$ cat config.mk
export PLATFORM = sky130hd
export DESIGN_NAME = reorder_buffer_flat
export DESIGN_NICKNAME = d
export VERILOG_FILES = /design/src/rtl/reorder_buffer_pkg.sv /design/src/rtl/reorder_buffer_if.sv /design/src/rtl/reorder_buffer_commit_sel.sv /design/src/rtl/reorder_buffer.sv /design/src/flat_wrapper.sv
export SDC_FILE = /design/constraint.sdc
export NUM_CORES = 2
export LEC_CHECK = 0
export BUFFER_PORTS_ARGS = -buffer_cell sky130_fd_sc_hd__clkbuf_2
export CAP_MARGIN = 0
export CORE_MARGIN = 4
export CORE_UTILIZATION = 52
export DETAILED_ROUTE_END_ITERATION = 12
export PLACE_DENSITY = 0.72
export SETUP_SLACK_MARGIN = 0.5
export SYNTH_ARGS = -nofsm -noshare
export SYNTH_HDL_FRONTEND = slang
export SYNTH_SLANG_ARGS = --single-unit
$ cat constraint.sdc
create_clock -name clk -period 6 [get_ports clk]
set_input_delay 0.6 -clock clk [delete_from_list [all_inputs] [get_ports clk]]
set_output_delay 0.6 -clock clk [all_outputs]
set_load 0.02 [all_outputs]
$ cat src/rtl/reorder_buffer_pkg.sv
// Shared CPU types for the reorder buffer: per-entry instruction state,
// exception record, the ROB entry layout and the default ROB depth.
package reorder_buffer_pkg;

  localparam int ROB_DEPTH = 16;

  typedef enum logic [1:0] {
    Inst_Invalid  = 2'd0,
    Inst_Wait     = 2'd1,
    Inst_Complete = 2'd2
  } inst_state_e;

  typedef struct packed {
    logic       ex;
    logic [4:0] code;
  } exception_t;

  typedef struct packed {
    inst_state_e state;
    logic [31:0] pc;
    logic [4:0]  rd;
    logic        is_store;
    exception_t  exception;
  } rob_entry_t;

  function automatic logic is_occupied(input rob_entry_t e);
    return e.state != Inst_Invalid;
  endfunction

endpackage

$ cat src/rtl/reorder_buffer_if.sv
// Reorder buffer bus bundle.
//   dispatch : ds_to_rob_valid, map_to_rob_bus1/2 in; rob_tail_o, rob_ready out
//   complete : cmplN_valid, cmplN_num in
//   retire   : commitN_valid, commitN_entry, flush_o, flush_exception out
// master = pipeline side, slave = reorder buffer.
interface reorder_buffer_if #(
  parameter int ROB_IDX_W = 4
);
  import reorder_buffer_pkg::*;

  logic                 ds_to_rob_valid;
  rob_entry_t           map_to_rob_bus1;
  rob_entry_t           map_to_rob_bus2;
  logic [ROB_IDX_W-1:0] rob_tail_o;
  logic                 rob_ready;

  logic                 cmpl1_valid;
  logic                 cmpl2_valid;
  logic [ROB_IDX_W-1:0] cmpl1_num;
  logic [ROB_IDX_W-1:0] cmpl2_num;

  logic                 commit1_valid;
  logic                 commit2_valid;
  rob_entry_t           commit1_entry;
  rob_entry_t           commit2_entry;
  logic                 flush_o;
  exception_t           flush_exception;

  modport master (
    output ds_to_rob_valid, map_to_rob_bus1, map_to_rob_bus2,
    output cmpl1_valid, cmpl2_valid, cmpl1_num, cmpl2_num,
    input  rob_tail_o, rob_ready,
    input  commit1_valid, commit2_valid, commit1_entry, commit2_entry,
    input  flush_o, flush_exception
  );

  modport slave (
    input  ds_to_rob_valid, map_to_rob_bus1, map_to_rob_bus2,
    input  cmpl1_valid, cmpl2_valid, cmpl1_num, cmpl2_num,
    output rob_tail_o, rob_ready,
    output commit1_valid, commit2_valid, commit1_entry, commit2_entry,
    output flush_o, flush_exception
  );

endinterface

$ cat src/rtl/reorder_buffer_commit_sel.sv
// Combinational retirement selection for the two oldest ROB entries.
//   in : head/next state, store flag and exception of head and head+1
//   out: commit1_valid, commit2_valid, flush, flush_exception, commit_cnt
// An excepting head retires alone and raises flush; two stores never retire
// together so the store path only ever sees one per cycle.
module reorder_buffer_commit_sel
  import reorder_buffer_pkg::*;
(
  input  inst_state_e head_state,
  input  logic        head_store,
  input  exception_t  head_exc,
  input  inst_state_e next_state,
  input  logic        next_store,
  input  logic        next_ex,
  output logic        commit1_valid,
  output logic        commit2_valid,
  output logic        flush,
  output exception_t  flush_exception,
  output logic [1:0]  commit_cnt
);

  always_comb begin
    commit1_valid   = 1'b0;
    commit2_valid   = 1'b0;
    flush           = 1'b0;
    flush_exception = '0;
    commit_cnt      = 2'd0;

    if (head_state == Inst_Complete) begin
      commit1_valid = 1'b1;
      commit_cnt    = 2'd1;
      if (head_exc.ex) begin
        flush           = 1'b1;
        flush_exception = head_exc;
      end else if (next_state == Inst_Complete && !next_ex &&
                   !(head_store && next_store)) begin
        commit2_valid = 1'b1;
        commit_cnt    = 2'd2;
      end
    end
  end

endmodule

$ cat src/rtl/reorder_buffer.sv
// Two-wide in-order reorder buffer.
//   clk, resetn : clock, asynchronous active-low reset
//   rob         : slave side of reorder_buffer_if (dispatch, completion,
//                 commit and flush signals)
// Entries live in a circular array; head retires, tail allocates. Commit
// decisions use registered entry state only, so a completion strobe is
// visible to retirement one cycle later.
module reorder_buffer #(
  parameter int ROB_DEPTH = reorder_buffer_pkg::ROB_DEPTH,
  parameter int ROB_IDX_W = 4
) (
  input  logic            clk,
  input  logic            resetn,
  reorder_buffer_if.slave rob
);
  import reorder_buffer_pkg::rob_entry_t;
  import reorder_buffer_pkg::exception_t;
  import reorder_buffer_pkg::is_occupied;
  import reorder_buffer_pkg::Inst_Invalid;
  import reorder_buffer_pkg::Inst_Wait;
  import reorder_buffer_pkg::Inst_Complete;

  // ready means at least two free slots, i.e. count <= ROB_DEPTH-2
  localparam logic [ROB_IDX_W:0] READY_LIMIT = (ROB_IDX_W+1)'(ROB_DEPTH - 2);

  rob_entry_t           entries [ROB_DEPTH];
  logic [ROB_IDX_W-1:0] head;
  logic [ROB_IDX_W-1:0] tail;
  logic [ROB_IDX_W:0]   count;

  logic [ROB_IDX_W-1:0] head_nxt1;
  logic [ROB_IDX_W-1:0] tail_nxt1;
  logic                 rob_ready;
  logic                 disp_fire;
  logic                 disp1;
  logic                 disp2;
  logic [1:0]           disp_cnt;

  logic                 commit1_valid;
  logic                 commit2_valid;
  logic                 flush;
  exception_t           flush_exc;
  logic [1:0]           commit_cnt;

  assign head_nxt1 = head + ROB_IDX_W'(1);
  assign tail_nxt1 = tail + ROB_IDX_W'(1);
  assign rob_ready = (count <= READY_LIMIT);

  // a flushing cycle swallows any dispatch offered alongside it
  assign disp_fire = rob.ds_to_rob_valid & rob_ready & ~flush;
  assign disp1     = disp_fire & is_occupied(rob.map_to_rob_bus1);
  assign disp2     = disp_fire & is_occupied(rob.map_to_rob_bus2);
  assign disp_cnt  = {1'b0, disp1} + {1'b0, disp2};

  reorder_buffer_commit_sel u_commit_sel (
    .head_state      (entries[head].state),
    .head_store      (entries[head].is_store),
    .head_exc        (entries[head].exception),
    .next_state      (entries[head_nxt1].state),
    .next_store      (entries[head_nxt1].is_store),
    .next_ex         (entries[head_nxt1].exception.ex),
    .commit1_valid   (commit1_valid),
    .commit2_valid   (commit2_valid),
    .flush           (flush),
    .flush_exception (flush_exc),
    .commit_cnt      (commit_cnt)
  );

  always_ff @(posedge clk or negedge resetn) begin
    if (!resetn) begin
      for (int i = 0; i < ROB_DEPTH; i++) entries[i] <= '0;
      head  <= '0;
      tail  <= '0;
      count <= '0;
    end else if (flush) begin
      for (int i = 0; i < ROB_DEPTH; i++) entries[i] <= '0;
      head  <= '0;
      tail  <= '0;
      count <= '0;
    end else begin
      // completion only promotes waiting entries; strobes at free slots vanish
      if (rob.cmpl1_valid && entries[rob.cmpl1_num].state == Inst_Wait)
        entries[rob.cmpl1_num].state <= Inst_Complete;
      if (rob.cmpl2_valid && entries[rob.cmpl2_num].state == Inst_Wait)
        entries[rob.cmpl2_num].state <= Inst_Complete;

      if (commit1_valid) entries[head].state      <= Inst_Invalid;
      if (commit2_valid) entries[head_nxt1].state <= Inst_Invalid;

      // dispatch targets are free slots, never the ones retiring or completing
      if (disp1) entries[tail]      <= rob.map_to_rob_bus1;
      if (disp2) entries[tail_nxt1] <= rob.map_to_rob_bus2;

      head  <= head + ROB_IDX_W'(commit_cnt);
      tail  <= tail + ROB_IDX_W'(disp_cnt);
      count <= count + (ROB_IDX_W+1)'(disp_cnt) - (ROB_IDX_W+1)'(commit_cnt);
    end
  end

  assign rob.rob_tail_o      = tail;
  assign rob.rob_ready       = rob_ready;
  assign rob.commit1_valid   = commit1_valid;
  assign rob.commit2_valid   = commit2_valid;
  assign rob.commit1_entry   = entries[head];
  assign rob.commit2_entry   = entries[head_nxt1];
  assign rob.flush_o         = flush;
  assign rob.flush_exception = flush_exc;

`ifndef SYNTHESIS
  always @(posedge clk) begin
    if (resetn && !flush) begin
      a_dispatch_not_ready: assert (!(rob.ds_to_rob_valid && !rob_ready &&
                                      is_occupied(rob.map_to_rob_bus1)))
        else $warning("reorder_buffer: dispatch offered while not ready, dropped");
      a_bus2_needs_bus1: assert (!(rob.ds_to_rob_valid &&
                                   is_occupied(rob.map_to_rob_bus2) &&
                                   !is_occupied(rob.map_to_rob_bus1)))
        else $error("reorder_buffer: bus2 occupied with bus1 empty");
    end
  end
`endif

endmodule

$ cat src/flat_wrapper.sv
// flat-port wrapper written by rule: the top's interface ports become plain ports
module reorder_buffer_flat import reorder_buffer_pkg::rob_entry_t; import reorder_buffer_pkg::exception_t; import reorder_buffer_pkg::is_occupied; import reorder_buffer_pkg::Inst_Invalid; import reorder_buffer_pkg::Inst_Wait; import reorder_buffer_pkg::Inst_Complete;
#(
  parameter int ROB_DEPTH = reorder_buffer_pkg::ROB_DEPTH,
  parameter int ROB_IDX_W = 4
)
  (clk, resetn, rob_ds_to_rob_valid, rob_map_to_rob_bus1, rob_map_to_rob_bus2, rob_cmpl1_valid, rob_cmpl2_valid, rob_cmpl1_num, rob_cmpl2_num, rob_rob_tail_o, rob_rob_ready, rob_commit1_valid, rob_commit2_valid, rob_commit1_entry, rob_commit2_entry, rob_flush_o, rob_flush_exception);
  reorder_buffer_if #(.ROB_IDX_W(ROB_IDX_W)) rob_i ();
  input  logic clk;
  input  logic resetn;
  input wire logic [$bits(rob_i.ds_to_rob_valid)-1:0] rob_ds_to_rob_valid;
  input wire logic [$bits(rob_i.map_to_rob_bus1)-1:0] rob_map_to_rob_bus1;
  input wire logic [$bits(rob_i.map_to_rob_bus2)-1:0] rob_map_to_rob_bus2;
  input wire logic [$bits(rob_i.cmpl1_valid)-1:0] rob_cmpl1_valid;
  input wire logic [$bits(rob_i.cmpl2_valid)-1:0] rob_cmpl2_valid;
  input wire logic [$bits(rob_i.cmpl1_num)-1:0] rob_cmpl1_num;
  input wire logic [$bits(rob_i.cmpl2_num)-1:0] rob_cmpl2_num;
  output wire logic [$bits(rob_i.rob_tail_o)-1:0] rob_rob_tail_o;
  output wire logic [$bits(rob_i.rob_ready)-1:0] rob_rob_ready;
  output wire logic [$bits(rob_i.commit1_valid)-1:0] rob_commit1_valid;
  output wire logic [$bits(rob_i.commit2_valid)-1:0] rob_commit2_valid;
  output wire logic [$bits(rob_i.commit1_entry)-1:0] rob_commit1_entry;
  output wire logic [$bits(rob_i.commit2_entry)-1:0] rob_commit2_entry;
  output wire logic [$bits(rob_i.flush_o)-1:0] rob_flush_o;
  output wire logic [$bits(rob_i.flush_exception)-1:0] rob_flush_exception;
  assign rob_i.ds_to_rob_valid = rob_ds_to_rob_valid;
  assign rob_i.map_to_rob_bus1 = rob_map_to_rob_bus1;
  assign rob_i.map_to_rob_bus2 = rob_map_to_rob_bus2;
  assign rob_i.cmpl1_valid = rob_cmpl1_valid;
  assign rob_i.cmpl2_valid = rob_cmpl2_valid;
  assign rob_i.cmpl1_num = rob_cmpl1_num;
  assign rob_i.cmpl2_num = rob_cmpl2_num;
  assign rob_rob_tail_o = rob_i.rob_tail_o;
  assign rob_rob_ready = rob_i.rob_ready;
  assign rob_commit1_valid = rob_i.commit1_valid;
  assign rob_commit2_valid = rob_i.commit2_valid;
  assign rob_commit1_entry = rob_i.commit1_entry;
  assign rob_commit2_entry = rob_i.commit2_entry;
  assign rob_flush_o = rob_i.flush_o;
  assign rob_flush_exception = rob_i.flush_exception;
  reorder_buffer #(.ROB_DEPTH(ROB_DEPTH), .ROB_IDX_W(ROB_IDX_W)) u_core (.clk(clk), .resetn(resetn), .rob(rob_i));
endmodule
* Yosys cells after proc, flatten, opt, wreduce, memory -nomap -nowiden
Index checks and enable logic that the tools add are counted.
** Word-level totals
- Bits in registers :: 749
- Bits in latches :: 0
- Memory bits (writable) :: 0
- Memory bits (read-only) :: 0
- Input bits :: 105
- Output and inout port bits :: 106
- Logic and storage cells :: 205
- Memories :: 0
** Operators by class
- $add $sub $neg :: 7
- Multipliers :: 0
- Divide/modulo/power cells :: 0
- $lt $le $gt $ge :: 13
- Eq/ne operators :: 4
- Shifts and indexed selects :: 0
- Muxes and demuxes :: 56
- Bitwise gates (word level) :: 11
- Reduce and logical (&&, ||, !) cells :: 15
** Operator list (count)
- $mux W736 :: 12
- $bwmux W736 :: 6
- $demux W46 S4 :: 6
- $bmux W46 S4 :: 4
- $mux W46 :: 14
- $ge A5 B5 Y1 const B :: 6
- $lt A5 B1 Y1 const B :: 6
- $not A4 Y5 :: 6
- $mux W6 :: 2
- $logic_and A1 B1 Y1 :: 11
- $add A4 B1 Y4 const B :: 2
- $add A4 B2 Y4 :: 2
- $mux W4 :: 2
- $mux W1 :: 6
- $mux W2 :: 3
- $add A5 B2 Y5 :: 1
- $le A5 B4 Y1 const B :: 1
- $mux W5 :: 1
- $sub A5 B2 Y5 :: 1
- $and A1 B1 Y1 :: 4
- $eq A2 B1 Y1 const B :: 2
- $eq A2 B2 Y1 const B :: 2
- $reduce_bool A2 Y1 :: 2
- $add A1 B1 Y2 :: 1
- 2 further kinds :: 3

* Longest topological paths before layout
- Word-level depth :: 23
- Gate-level depth with buffers :: 26

* Modules after synthesis
From an unflattened synthesis, not the netlist that was laid out.
** Second synthesis, totals
- Cell total of the unflattened synthesis :: 4779
- Area total of the unflattened synthesis :: 49427.4 um2
** By module, submodules not included
- reorder_buffer :: times used 1, cells each 4766, area each 49329.8 um2, sequential area each 18743.0 um2
- reorder_buffer_commit_sel :: times used 1, cells each 13, area each 97.6 um2, sequential area each 0.0 um2

* Least setup slack after synthesis
No wires, ideal clock.
- Kind :: register to register
- Start point :: register u_core.head[0]
- End point :: register u_core.count[4]
- Library setup time :: 132 ps
- Arrival time :: 5935 ps
- Slack :: -67 ps
- Stages on the path, launching flop included :: 26
- Path buffers :: 9
- Cells stage by stage :: dfrtp_1 buf_6 buf_6 buf_2 buf_1 clkbuf_1 buf_1 inv_1 ha_1 clkbuf_1 buf_4 mux4_2 mux2i_1 mux2i_1 nor4b_4 and3_1 buf_4 inv_2 fa_1 inv_1 fa_1 inv_1 a21o_1 a21oi_1 xor2_1 nor2_1
** Between the ends
- Word-level cells in the longest chain between the ends :: 13
- Elaborated cells between the ends (all ways) :: 29
** Ends and longest elaborated chain
- start, declared :: RTL line reorder_buffer.sv:27 : logic [ROB_IDX_W-1:0] head;
- start signal, assigned :: RTL line reorder_buffer.sv:94 : head <= head + ROB_IDX_W'(commit_cnt);
- $add A4 B1 Y4 :: RTL line reorder_buffer.sv:45 : assign head_nxt1 = head + ROB_IDX_W'(1);
- $not A4 Y5
- $bmux W46 S4
- $mux W46 (not written as such) :: RTL line reorder_buffer.sv:60 : .next_store (entries[head_nxt1].is_store),
- $mux W46 (not written as such) :: RTL line reorder_buffer.sv:61 : .next_ex (entries[head_nxt1].exception.ex),
- named net rob_commit2_entry[44] :: RTL line flat_wrapper.sv:23 : output wire logic [$bits(rob_i.commit2_entry)-1:0] rob_commit2_entry;
- $eq A2 B2 Y1 :: RTL line reorder_buffer_commit_sel.sv:35 : end else if (next_state == Inst_Complete && !next_ex &&
- $logic_and A1 B1 Y1 (2 in a row) :: RTL line reorder_buffer_commit_sel.sv:35
- $mux W2 :: RTL line reorder_buffer_commit_sel.sv:35
- $mux W2 :: RTL line reorder_buffer_commit_sel.sv:32 : if (head_exc.ex) begin
- $mux W2 :: RTL line reorder_buffer_commit_sel.sv:29 : if (head_state == Inst_Complete) begin
- $sub A5 B2 Y5 :: RTL line reorder_buffer.sv:96 : count <= count + (ROB_IDX_W+1)'(disp_cnt) - (ROB_IDX_W+1)'(commit_cnt);
- $mux W5 :: RTL line reorder_buffer.sv:75 : end else if (flush) begin
- end signal, assigned :: RTL line reorder_buffer.sv:96
- end, declared :: RTL line reorder_buffer.sv:29 : logic [ROB_IDX_W:0] count;
The timed path passes the listed nets, and every way through them passes these cells. The select of a mux whose other input is x is not followed.

* Worst setup path in the final report
- Start point :: register u_core.head[0]
- End point :: output port rob_commit2_entry[7]
** Between the ends
- Word-level cells in the longest chain between the ends :: 5
** Ends and longest elaborated chain
- $add A4 B1 Y4 :: RTL line reorder_buffer.sv:45
- $not A4 Y5 (not written as such) :: RTL line reorder_buffer.sv:105 : assign rob.commit2_entry = entries[head_nxt1];
- $bmux W46 S4 :: RTL line reorder_buffer.sv:105
- $mux W46 (2 in a row)
- end, declared :: RTL line flat_wrapper.sv:23
No other way between the ends. The select of a mux whose other input is x is not followed.

==> flow_summary.json <==
{
  "status": "completed",
  "gr-total-overflow": 0,
  "ys_types": 74,
  "finalSetupViolations": 0,
  "worstHoldPathCells": 3,
  "viasPerCell": 7.84,
  "routedWlPerCell_um": 35.2,
  "first_pass_iters": 9,
  "startpoint_type": "flip-flop",
  "pin_count": 211,
  "syn2layout_area_growth_pct": 10.3,
  "grt_usage_pct": 42.2,
  "drc": 0,
  "fillCellCount": 7284,
  "gp_congestion": 0.984,
  "postCtsSetupRepairBufs": 0,
  "htreeDepth": 3,
  "leakagePower_nw": 20.8,
  "cts_tree": "built",
  "rsz0062_at_grt": "no",
  "ys_ff_latch": 749,
  "crit_chain": "buf_4 -> buf_12 -> buf_6 -> mux4_2 -> mux4_2 -> clkbuf_2",
  "clk_latency_ns": 0.68,
  "worstSetupPathType": "reg2out",
  "r2r_end": "u_core.count[4]$_DFF_PN0_",
  "slowest_delay_ns": 0.74,
  "grt_pass1_wl_mm": 293,
  "synth_nets": 4735,
  "hold_end": "u_core.entries[339]$_DFF_PN0_",
  "layout_commonest_cell": "nand2_1",
  "reg2reg_slack_ns": 0.92,
  "grt_pass1_vias": 43000,
  "die_w_um": 307,
  "period_minus_slack_ns": 5.24,
  "drive_gt1_share_pct": 21.5,
  "cts_buffer_depth": 3,
  "post-route-period-util_pct": 87.4,
  "netlist_area_um2": 46400,
  "clock_skew_ns": 0.0394,
  "yosys_warnings": 0,
  "cts_buffers": 84,
  "irDropWorstVdd_mv": 0.717,
  "rows": 109,
  "hold_viol": 0,
  "dieArea_um2": 94100,
  "drt-total-wl_mm": 201,
  "fmax_mhz": 191,
  "final_cell_mix": "nand2_1, dfrtp_1, nor2_1, mux4_2, o22ai_1",
  "p_per_area_nw_per_um2": 624,
  "portBuffers": 210,
  "rr_worst_depth": 16,
  "dieHeight_um": 307,
  "hpwl_mm": 113,
  "slew_violations": 0,
  "p_total_mw": 32.0,
  "setup-tns-final_ns": 0,
  "tightest_slew_ns": 1.27,
  "r2r_start": "u_core.head[0]$_DFF_PN0_",
  "start_util_pct": 52.4,
  "min-delay-start": "rob_map_to_rob_bus1[17]",
  "worstPathMaxFanout": 145,
  "antenna_found_initial": 48,
  "yosysSeqAreaShare_pct": 40.4,
  "cp.required_ns": 5.40,
  "max_slew_margin_pct": 15.5,
  "max_cap_viol_count": 0,
  "nNetsFinal": 4573,
  "postRouteAntennaNets": 0,
  "cp_slowest_cell": "buf_12",
  "cts_num_sinks": 749,
  "vias": 44900,
  "synth_edf_count": 0,
  "synthCells": 4609,
  "drtIter0Drc": 8593,
  "synth_area_per_cell_um2": 10.1,
  "worstHoldPathType": "in2reg",
  "synthFlopType": "dfrtp_1",
  "crit_arrival_ns": 4.64,
  "grt_max_degree": 202,
  "crit_path_end_kind": "output pin",
  "cpMostUsedCell": "mux4_2",
  "core-area_um2": 88500,
  "clk_pin_slew_worst_paths_ns": 0.06,
  "root_buffer": "clkbuf_16",
  "async_flop_share_pct": 100
}
## critical path: cells and delay by family (launching register included)
family	cells	cell delay [ns]
flops	1	0.63
buf+inv	4	2.02
mux	2	1.19
## metal layers
layer / track usage [%] / vias up / share of wire, %
met5: 0 / - / 0.020
met3: 18.2 / 1085 / 18
met2: 57.7 / 4821 / 41
li1: - / 17000 / -
met4: 31.3 / 6 / 8.8
met1: 53.2 / 22000 / 32
## flip-flops by register name, summed over array words and instances, names as in the netlist
register / count
u_core.entries: 736
u_core.count: 5
u_core.head: 4
u_core.rob.rob_tail_o: 4
## cells in the mapped netlist (5+ instances only)
cell | n | area (um^2)
nand3b_1 | 7 | 52.6
xor2_1 | 5 | 43.8
buf_4 | 7 | 52.6
a311oi_1 | 214 | 1870
nand2b_1 | 9 | 56.3
clkbuf_1 | 415 | 1560
a32oi_1 | 12 | 105
and2_1 | 13 | 81.3
a211oi_1 | 32 | 240
o221ai_1 | 26 | 228
nor2b_1 | 18 | 113
nand4_1 | 5 | 31.3
nand3_1 | 31 | 155
nor3_2 | 5 | 50.1
dfrtp_1 | 749 | 18700
o32ai_1 | 5 | 43.8
buf_1 | 54 | 203
inv_1 | 28 | 105
a21oi_1 | 52 | 260
and3b_1 | 5 | 43.8
a22o_1 | 7 | 61.3
o211ai_1 | 5 | 37.5
nor3_1 | 6 | 30.0
o22a_1 | 88 | 771
ha_1 | 17 | 213
mux2i_1 | 16 | 160
xnor2_1 | 5 | 43.8
nor2_1 | 566 | 2120
a31oi_1 | 206 | 1290
and3_1 | 9 | 56.3
o21ai_0 | 216 | 1080
buf_2 | 77 | 385
nor3_4 | 6 | 97.6
nand2_1 | 894 | 3360
nor3b_1 | 7 | 52.6
mux4_2 | 455 | 10200
a22oi_1 | 8 | 60.1
o22ai_1 | 249 | 1560
## cells by family after synthesis
| group | synth area share, % |
|---|---|
| AND/OR/NAND/NOR | 14.0 |
| buffers and inverters | 5.06 |
| adder cells (fa/ha/maj) | 0.631 |
| AO/OA/AOI/OAI | 17.2 |
| flip-flops | 40.4 |
| multiplexers | 22.5 |
| XOR/XNOR | 0.224 |
## how the worst max path moves through the flow
| stage | start | to |
|---|---|---|
| final | u_core.head[0]$_DFF_PN0_ | rob_commit2_entry[7] |
| after global routing | u_core.head[0]$_DFF_PN0_ | rob_commit2_entry[7] |
| after CTS | u_core.head[0]$_DFF_PN0_ | rob_commit2_entry[1] |
| after detailed placement | u_core.head[0]$_DFF_PN0_ | u_core.count[4]$_DFF_PN0_ |
| after global placement | u_core.head[0]$_DFF_PN0_ | u_core.count[4]$_DFF_PN0_ |
| after floorplan | u_core.head[0]$_DFF_PN0_ | u_core.count[4]$_DFF_PN0_ |
## repair_timing
item                                   4_1_cts  5_1_grt
endpoints found under the hold margin       69        0
gates resized for setup                      1        1
hold buffers                                 1        0
setup endpoints to repair                    2        4
## power by group
group,leakage [nW],internal (mW),switching [mW]
clock network,1.47,3.34,2.33
registers,9.86,7.01,1.85
logic,9.46,7.28,10.2
## layout make-up
cell class,instances,area [um^2],area share [%]
well taps,1165,1460,2.85
clock inverters,31,484,0.946
clock buffers,122,2500,4.88
multi-input cells,3273,25800,50.3
flip-flops and latches,749,18800,36.6
diodes,45,113,0.220
repair buffers,308,1990,3.90
inverters,31,126,0.247
## per-stage QoR
stage	instances	worst slack, ns	util (%)	instance area, um^2	hold WS [ns]
floorplan	4609	0.570	-	46400	0.304
global placement	5525	1.08	54.3	48100	0.514
detailed placement	5525	1.01	54.3	48100	0.534
CTS	5679	0.583	57.7	51100	0.319
global route	5718	0.546	57.8	51200	0.352
finish	5724	0.756	57.8	51200	0.342
Power figures use the tool's default switching activity.
